File: src/rtl/gps_round_sched_if.sv
// Generator and result-port signals of the GPS round scheduler.
// The scheduler side uses the master modport; generator/consumer models use slave.
interface gps_round_sched_if;
    logic        start_o;
    logic [5:0]  sv_num_o;
    logic        codes_valid_i;
    logic [12:0] ca_code_i;
    logic        res_valid_o;
    logic        res_ready_i;
    logic [5:0]  res_sv_o;
    logic [12:0] res_code_o;
    logic        res_timeout_o;

    modport master (
        output start_o, sv_num_o, res_valid_o, res_sv_o, res_code_o, res_timeout_o,
        input  codes_valid_i, ca_code_i, res_ready_i
    );

    modport slave (
        input  start_o, sv_num_o, res_valid_o, res_sv_o, res_code_o, res_timeout_o,
        output codes_valid_i, ca_code_i, res_ready_i
    );
endinterface

File: src/rtl/gps_round_sched.sv
// Round scheduler: scans sv_num over [SV_FIRST, SV_LAST], requests a code round,
// captures the C/A code on the code-valid rising edge (or times out) and hands it off.
module gps_round_sched #(
    parameter int SV_FIRST = 1,
    parameter int SV_LAST  = 32,
    parameter int TIMEOUT  = 4096
) (
    input  logic                  wb_clk_i,
    input  logic                  wb_rst_ni,
    input  logic                  enable_i,
    gps_round_sched_if.master     rnd,
    output logic                  busy_o,
    output logic [15:0]           round_cnt_o
);

    localparam int CNT_W = $clog2(TIMEOUT);

    typedef enum logic [1:0] {
        ST_IDLE = 2'd0,
        ST_REQ  = 2'd1,
        ST_OUT  = 2'd2
    } state_t;

    state_t             state_r;
    state_t             state_nx_s;
    logic               valid_q_r;
    logic               rise_s;
    logic               cnt_done_s;
    logic               hs_s;
    logic [CNT_W-1:0]   cnt_r;
    logic               start_r;
    logic [5:0]         sv_num_r;
    logic               res_valid_r;
    logic [5:0]         res_sv_r;
    logic [12:0]        res_code_r;
    logic               res_timeout_r;
    logic [15:0]        round_cnt_r;

    assign rise_s     = rnd.codes_valid_i & ~valid_q_r;
    assign cnt_done_s = (cnt_r == CNT_W'(TIMEOUT - 1));

    // Next-state selection; rise takes priority over timeout in REQ.
    always_comb begin
        state_nx_s = state_r;
        hs_s       = 1'b0;
        case (state_r)
            ST_IDLE: begin
                if (enable_i) state_nx_s = ST_REQ;
                else          state_nx_s = ST_IDLE;
            end
            ST_REQ: begin
                if (rise_s)          state_nx_s = ST_OUT;
                else if (cnt_done_s) state_nx_s = ST_OUT;
                else                 state_nx_s = ST_REQ;
            end
            ST_OUT: begin
                if (rnd.res_ready_i) begin
                    hs_s       = 1'b1;
                    state_nx_s = enable_i ? ST_REQ : ST_IDLE;
                end else begin
                    state_nx_s = ST_OUT;
                end
            end
            default: begin
                state_nx_s = ST_IDLE;
            end
        endcase
    end

    // State, edge-detect history and the registered start/valid outputs.
    always_ff @(posedge wb_clk_i or negedge wb_rst_ni) begin
        if (!wb_rst_ni) begin
            state_r     <= ST_IDLE;
            valid_q_r   <= 1'b0;
            start_r     <= 1'b0;
            res_valid_r <= 1'b0;
        end else begin
            state_r     <= state_nx_s;
            valid_q_r   <= rnd.codes_valid_i;
            start_r     <= (state_nx_s == ST_REQ);
            res_valid_r <= (state_nx_s == ST_OUT);
        end
    end

    // Round timer restarts on every REQ entry and stops before it can wrap.
    always_ff @(posedge wb_clk_i or negedge wb_rst_ni) begin
        if (!wb_rst_ni) begin
            cnt_r <= '0;
        end else if ((state_r == ST_REQ) && (state_nx_s == ST_REQ)) begin
            cnt_r <= cnt_r + CNT_W'(1);
        end else begin
            cnt_r <= '0;
        end
    end

    // Result capture; the held values stay put for the whole OUT stall.
    always_ff @(posedge wb_clk_i or negedge wb_rst_ni) begin
        if (!wb_rst_ni) begin
            res_sv_r      <= 6'd0;
            res_code_r    <= 13'd0;
            res_timeout_r <= 1'b0;
        end else if ((state_r == ST_REQ) && rise_s) begin
            res_sv_r      <= sv_num_r;
            res_code_r    <= rnd.ca_code_i;
            res_timeout_r <= 1'b0;
        end else if ((state_r == ST_REQ) && cnt_done_s) begin
            res_sv_r      <= sv_num_r;
            res_code_r    <= 13'd0;
            res_timeout_r <= 1'b1;
        end else begin
            res_sv_r      <= res_sv_r;
            res_code_r    <= res_code_r;
            res_timeout_r <= res_timeout_r;
        end
    end

    // Satellite stepping and round counting, both advanced only by the handshake.
    always_ff @(posedge wb_clk_i or negedge wb_rst_ni) begin
        if (!wb_rst_ni) begin
            sv_num_r    <= 6'(SV_FIRST);
            round_cnt_r <= 16'd0;
        end else if (hs_s) begin
            sv_num_r    <= (sv_num_r == 6'(SV_LAST)) ? 6'(SV_FIRST) : (sv_num_r + 6'd1);
            round_cnt_r <= round_cnt_r + 16'd1;
        end else begin
            sv_num_r    <= sv_num_r;
            round_cnt_r <= round_cnt_r;
        end
    end

    assign rnd.start_o       = start_r;
    assign rnd.sv_num_o      = sv_num_r;
    assign rnd.res_valid_o   = res_valid_r;
    assign rnd.res_sv_o      = res_sv_r;
    assign rnd.res_code_o    = res_code_r;
    assign rnd.res_timeout_o = res_timeout_r;
    assign busy_o            = (state_r != ST_IDLE);
    assign round_cnt_o       = round_cnt_r;

endmodule

File: src/flat_wrapper.sv
// flat-port wrapper written by rule: the top's interface ports become plain ports
module gps_round_sched_flat 
#(
    parameter int SV_FIRST = 1,
    parameter int SV_LAST  = 32,
    parameter int TIMEOUT  = 4096
)
  (wb_clk_i, wb_rst_ni, enable_i, busy_o, round_cnt_o, rnd_start_o, rnd_sv_num_o, rnd_res_valid_o, rnd_res_sv_o, rnd_res_code_o, rnd_res_timeout_o, rnd_codes_valid_i, rnd_ca_code_i, rnd_res_ready_i);
  gps_round_sched_if rnd_i ();
  input  logic wb_clk_i;
  input  logic wb_rst_ni;
  input  logic enable_i;
  output logic busy_o;
  output logic [15:0] round_cnt_o;
  output wire logic [$bits(rnd_i.start_o)-1:0] rnd_start_o;
  output wire logic [$bits(rnd_i.sv_num_o)-1:0] rnd_sv_num_o;
  output wire logic [$bits(rnd_i.res_valid_o)-1:0] rnd_res_valid_o;
  output wire logic [$bits(rnd_i.res_sv_o)-1:0] rnd_res_sv_o;
  output wire logic [$bits(rnd_i.res_code_o)-1:0] rnd_res_code_o;
  output wire logic [$bits(rnd_i.res_timeout_o)-1:0] rnd_res_timeout_o;
  input wire logic [$bits(rnd_i.codes_valid_i)-1:0] rnd_codes_valid_i;
  input wire logic [$bits(rnd_i.ca_code_i)-1:0] rnd_ca_code_i;
  input wire logic [$bits(rnd_i.res_ready_i)-1:0] rnd_res_ready_i;
  assign rnd_start_o = rnd_i.start_o;
  assign rnd_sv_num_o = rnd_i.sv_num_o;
  assign rnd_res_valid_o = rnd_i.res_valid_o;
  assign rnd_res_sv_o = rnd_i.res_sv_o;
  assign rnd_res_code_o = rnd_i.res_code_o;
  assign rnd_res_timeout_o = rnd_i.res_timeout_o;
  assign rnd_i.codes_valid_i = rnd_codes_valid_i;
  assign rnd_i.ca_code_i = rnd_ca_code_i;
  assign rnd_i.res_ready_i = rnd_res_ready_i;
  gps_round_sched #(.SV_FIRST(SV_FIRST), .SV_LAST(SV_LAST), .TIMEOUT(TIMEOUT)) u_core (.wb_clk_i(wb_clk_i), .wb_rst_ni(wb_rst_ni), .enable_i(enable_i), .rnd(rnd_i), .busy_o(busy_o), .round_cnt_o(round_cnt_o));
endmodule
File: config.mk
export PLATFORM = sky130hd
export DESIGN_NAME = gps_round_sched_flat
export DESIGN_NICKNAME = d
export VERILOG_FILES = /design/src/rtl/gps_round_sched_if.sv /design/src/rtl/gps_round_sched.sv /design/src/flat_wrapper.sv
export SDC_FILE = /design/constraint.sdc
export NUM_CORES = 1
export LEC_CHECK = 0
export ABC_AREA = 1
export BUFFER_PORTS_ARGS = -buffer_cell sky130_fd_sc_hd__buf_2
export CELL_PAD_IN_SITES_DETAIL_PLACEMENT = 1
export CELL_PAD_IN_SITES_GLOBAL_PLACEMENT = 1
export CORE_UTILIZATION = 35
export CTS_BUF_LIST = sky130_fd_sc_hd__clkbuf_8
export DETAILED_ROUTE_END_ITERATION = 10
export PLACE_DENSITY = 0.75
export SLEW_MARGIN = 5
export SYNTH_ARGS = -nofsm -noshare
export SYNTH_HDL_FRONTEND = slang
export SYNTH_SLANG_ARGS = --single-unit
File: constraint.sdc
create_clock -name wb_clk_i -period 1.6 [get_ports wb_clk_i]
set_input_delay 0.16 -clock wb_clk_i [delete_from_list [all_inputs] [get_ports wb_clk_i]]
set_output_delay 0.16 -clock wb_clk_i [all_outputs]
set_load 0.03 [all_outputs]
======== Word level (Yosys, flattened, before mapping) ========
Index checks and enable logic that the tools add are counted.
operators by class
  $add $sub $neg .......................... 3
  eq/ne operators ......................... 6
  multiplexer cells ....................... 15
  bitwise logic cells ..................... 2
  reduce and logical (&&, ||, !) cells .... 6
operator list
  operator               number
  $mux 13                2
  $mux 6                 3
  $add 16x1->16 const B  1
  $add 12x1->12 const B  1
  $eq 12x12->1 const B   1
  $mux 12                1
  $add 6x1->6 const B    1
  $eq 6x6->1 const B     1
  $mux 2                 3
  $pmux 2 s3             1
  $mux 1                 5
  $eq 2x1->1 const B     2
  $eq 2x2->1 const B     2
  $reduce_bool 2->1      2
  $logic_and 1x1->1      3
  $logic_not 2->1        1
  $and 1x1->1            1
  $not 1->1              1
storage, ports and cells
  bits in registers ....................... 59
  input port bits ......................... 18
  output and inout port bits .............. 45
  logic and storage cells ................. 42

======== Depth between registers and ports, before layout ========
  depth in word-level cells ............... 7
  depth in mapped cells ................... 9
  depth with buffers taken out ............ 8

======== Least setup slack after synthesis ========
No wires, ideal clock.
  path kind ............................... register to register
  from .................................... register u_core.round_cnt_r[0], in the netlist u_core.round_cnt_o[0]
  to ...................................... register u_core.round_cnt_r[8], in the netlist u_core.round_cnt_o[8]
  setup time .............................. 0.118 ns
  arrival time ............................ 1.408 ns
  setup slack ............................. 0.074 ns
  stages on the path, launching flop included .. 8
  path buffers ............................ 0
  clock period less this slack ............ 1.526 ns
  cells stage by stage .................... dfrtp_1 > ha_1 > inv_1 > nor2_1 > and2_1 > nand3_1 > nand2_1 > nand2_1
on the way
  longest elaborated chain between the ends .. 1
RTL lines
  element                 RTL line                RTL
  from (decl)             gps_round_sched.sv:37   logic [15:0] round_cnt_r;
  from (signal assigned)  gps_round_sched.sv:124  round_cnt_r <= round_cnt_r + 16'd1;
  from (signal assigned)  gps_round_sched.sv:127  round_cnt_r <= round_cnt_r;
  $add 16x1->16           gps_round_sched.sv:124
Every way passes these cells.
A chain may end at the register's enable or synchronous reset.

======== Final worst setup path ========
  from .................................... register u_core.cnt_r[0]
  to ...................................... register u_core.res_sv_r[3], in the netlist u_core.rnd.res_sv_o[3]
on the way
  longest elaborated chain between the ends .. 3
RTL lines
  element                             RTL line                RTL
  from (decl)                         gps_round_sched.sv:30   logic [CNT_W-1:0] cnt_r;
  from (signal assigned)              gps_round_sched.sv:90   cnt_r <= cnt_r + CNT_W'(1);
  $eq 12x12->1                        gps_round_sched.sv:40   assign cnt_done_s = (cnt_r == CNT_W'(TIMEOUT - 1));
  $logic_and 1x1->1                   gps_round_sched.sv:106  end else if ((state_r == ST_REQ) && cnt_done_s) begin
  $reduce_bool 2->1 (no source line)  --
  to (signal assigned)                gps_round_sched.sv:103  res_sv_r <= sv_num_r;
  to (signal assigned)                gps_round_sched.sv:107  res_sv_r <= sv_num_r;
  to (signal assigned)                gps_round_sched.sv:111  res_sv_r <= res_sv_r;
  to (decl)                           gps_round_sched.sv:34   logic [5:0] res_sv_r;
Every way passes these cells.

==> flow_metrics.tcl <==
set metrics [dict create \
    dieWidth_um 92.1 \
    overflow 0 \
    drive_above_1_share_pct 26.6 \
    io_pins 63 \
    grt_pass1_vias 2657 \
    antenna_found_initial 0 \
    n_fill_cell 972 \
    fin_hold_ws_ns 0.0208 \
    finalNetCount 427 \
    first_iter_violations 74 \
    layoutNonFillerInstCount 512 \
    critical_path.max_fanout 20 \
    hold_viol 0 \
    synth_area_per_cell_um2 8.72 \
    die_area_um2 8480 \
    synth_area_um2 2840 \
    maxSlewViolCount 0 \
    end_kind "flip-flop" \
    gp_congestion 0.802 \
    busiest_layer "met2" \
    synth.most_common_cell "nand2_1" \
    ys_async_sr_fraction_pct 100 \
    core_um2 7810 \
    ys_ff_latch 59 \
    crit_arrival_ns 1.77 \
    required_ns 1.82 \
    finalSetupViolCount 0 \
    grtUsageMet2_pct 32.3 \
    grtUsageMet3_pct 5.22 \
    seq_area_um2 1480 \
    die_y_um 92.1 \
    drc_errors 0 \
    cts_root_buffer "clkbuf_8" \
    final.period_utilization_pct 96.7 \
    cp-start-kind "flip-flop" \
    num_antenna_cells 0 \
    synth.distinct_cells 29 \
    grt_first_pass_wirelength_um 12900 \
    synth_top_area_share_pct 51.1 \
    clk_transition_reported_paths_ns 0.07 \
    critPathKind "reg -> reg" \
    initial_core_util_pct 36.4 \
    grt_max_degree 33 \
    fmax_ghz 0.646 \
    firstDrtPassIters 4 \
    cts.htree.levels 3 \
    cts.sinks 59 \
    grt_usage_pct 19.3 \
    dp_hpwl_um 5190 \
    ys_seq_area_share_pct 52.0 \
    viasPerCell 4.76 \
    yosysWarnings 0 \
    cts_made_buffers 9 \
    drv_cap 0 \
    finalClockSkew_ns 0.00872 \
    drt-total-wl_um 7390 \
    final_antenna_net_count 0 \
    area_growth_pct 26.2 \
    max-vdd-ir-drop_mv 0.846 \
    multi_input_area_um2 1220 \
    slew_headroom_pct 72.1 \
    synth_edf_count 0 \
    status "completed" \
    worst_pin_slew_ns 0.418 \
    synthFlopType "dfrtp_1" \
    port-buffer-count 62 \
    clk_latency_ns 0.34 \
    core.rowCount 32 \
    p_leak_uw 0.00183 \
    final.min_clock_period_ns 1.55 \
    synthCells 326 \
    p_per_area_nw_per_um2 1730 \
    hold_path.class "in -> reg" \
    synth_nets 348 \
    synth_area_leaders "dfrtp_1 (51%), nand2_1 (12%), nand3_1 (7.0%)" \
    vias 2439 \
    yosysTopAreaCell "dfrtp_1" \
    ys_top_cells_by_count "nand2_1 (92), dfrtp_1 (58), nand3_1 (40), nor2_1 (35), inv_1 (29)" \
    grtUsageMet1_pct 24.0 \
    cts_tree "built" \
    clockBufferDepth 2 \
    dpl.cell_count 492 \
    routedWlPerCell_um 14.4 \
]
metrics by stage:
step | setup TNS, ns | worst slack, ns | total power (µW) | util (%) | cell area, µm²
5_1_grt | -0.199 | -0.0450 | 6610 | 45.9 | 3590
3_5_place_dp | 0 | 0.0369 | 4650 | 42.3 | 3300
2_1_floorplan | 0 | 0.0740 | 3840 | - | 2840
3_3_place_gp | 0 | 0.103 | 4570 | 42.3 | 3300
4_1_cts | 0 | 0.0245 | 6200 | 45.3 | 3540
6_report | 0 | 0.0528 | 6200 | 45.9 | 3590
logic make-up (layout without fill, tap and decap cells):
| group | after synthesis | count (layout) | synth area share, % |
|---|---|---|---|
| AOI/OAI and AO/OA | 11 | 11 | 2.33 |
| adders and majority gates | 4 | 4 | 1.76 |
| buffers and inverters | 38 | 122 | 6.34 |
| xor gates and xnor gates | 19 | 19 | 5.86 |
| DFF | 59 | 59 | 52.0 |
| and+or+nand+nor | 195 | 195 | 31.7 |
routing by layer:
layer / share of wire (%) / vias to the layer above
met5: 0 / -
met3: 3.0 / 7
met1: 45 / 1194
met4: 0.92 / 0
met2: 51 / 45
li1: - / 1193
registers in the layout, summed over array words and instances, names as in the netlist:
| signal | count |
|---|---|
| u_core.rnd.res_valid_o | 1 |
| u_core.cnt_r | 12 |
| u_core.valid_q_r | 1 |
| u_core.rnd.res_sv_o | 6 |
| u_core.state_r | 2 |
| u_core.rnd.start_o | 1 |
| u_core.rnd.sv_num_o | 6 |
| u_core.round_cnt_o | 16 |
| u_core.rnd.res_code_o | 13 |
| u_core.rnd.res_timeout_o | 1 |
power by group:
part | total [µW] | internal (µW) | leakage, µW | switching (µW)
Sequential | 2320 | 1940 | 0.000764 | 375
Clock | 1520 | 909 | 0.000119 | 612
Combinational | 2360 | 731 | 0.000945 | 1630
Total | 6200 | 3580 | 0.00183 | 2620
layout make-up:
class                      count  area share (%)
sequential                    59            41.2
clock buffer                  10            3.84
clock inverter                 6            2.27
multi-input combinational    229            33.9
timing repair buffer          76            12.1
inverter                      30            3.14
tap                          102            3.56
worst paths after layout:
| check | from | end | slack [ns] | cells after the start |
|---|---|---|---|---|
| setup / recovery | u_core.cnt_r[0]$_DFF_PN0_ | u_core.rnd.res_sv_o[3]$_DFFE_PN0P_ | 0.05 | 7 |
| max in group asynchronous | wb_rst_ni | u_core.rnd.res_sv_o[3]$_DFFE_PN0P_ | 0.90 | 3 |
| min in group asynchronous | wb_rst_ni | u_core.round_cnt_o[8]$_DFFE_PN0P_ | 0.38 | 3 |
| hold reg to reg | u_core.rnd.res_code_o[7]$_DFFE_PN0P_ | u_core.rnd.res_code_o[7]$_DFFE_PN0P_ | 0.50 | 2 |
| hold / removal | rnd_ca_code_i[8] | u_core.rnd.res_code_o[8]$_DFFE_PN0P_ | 0.02 | 3 |
| setup reg to reg | u_core.cnt_r[0]$_DFF_PN0_ | u_core.rnd.res_sv_o[3]$_DFFE_PN0P_ | 0.05 | 7 |
layout by cell type (no fill, tap or decap), drive strengths merged:
cell	n
a21oi	1
and2	1
and3	1
buf	74
bufinv	2
clkbuf	10
clkinv	2
dfrtp	58
dfstp	1
dlygate4sd3	2
ha	4
inv	32
nand2	95
nand3	44
nand4	8
nor2	40
nor3	5
nor3b	1
o211ai	2
o21ai	7
o21bai	1
xnor2	8
xor2	11
timing repair:
action	4_1_cts	5_1_grt
setup buffers	0	2
setup endpoints to repair	0	28
resized for setup	0	7
endpoints found under the hold margin	59	0
hold buffers	2	0
worst max-delay path, stage by stage, from the launching register on:
cell	delay [ns]
dfrtp_1	0.43
ha_4	0.18
nand3_4	0.11
nor3_4	0.25
nand3_2	0.15
buf_12	0.19
nand3_2	0.06
nand2_1	0.06
No activity file was read; power rests on OpenSTA's default activity.
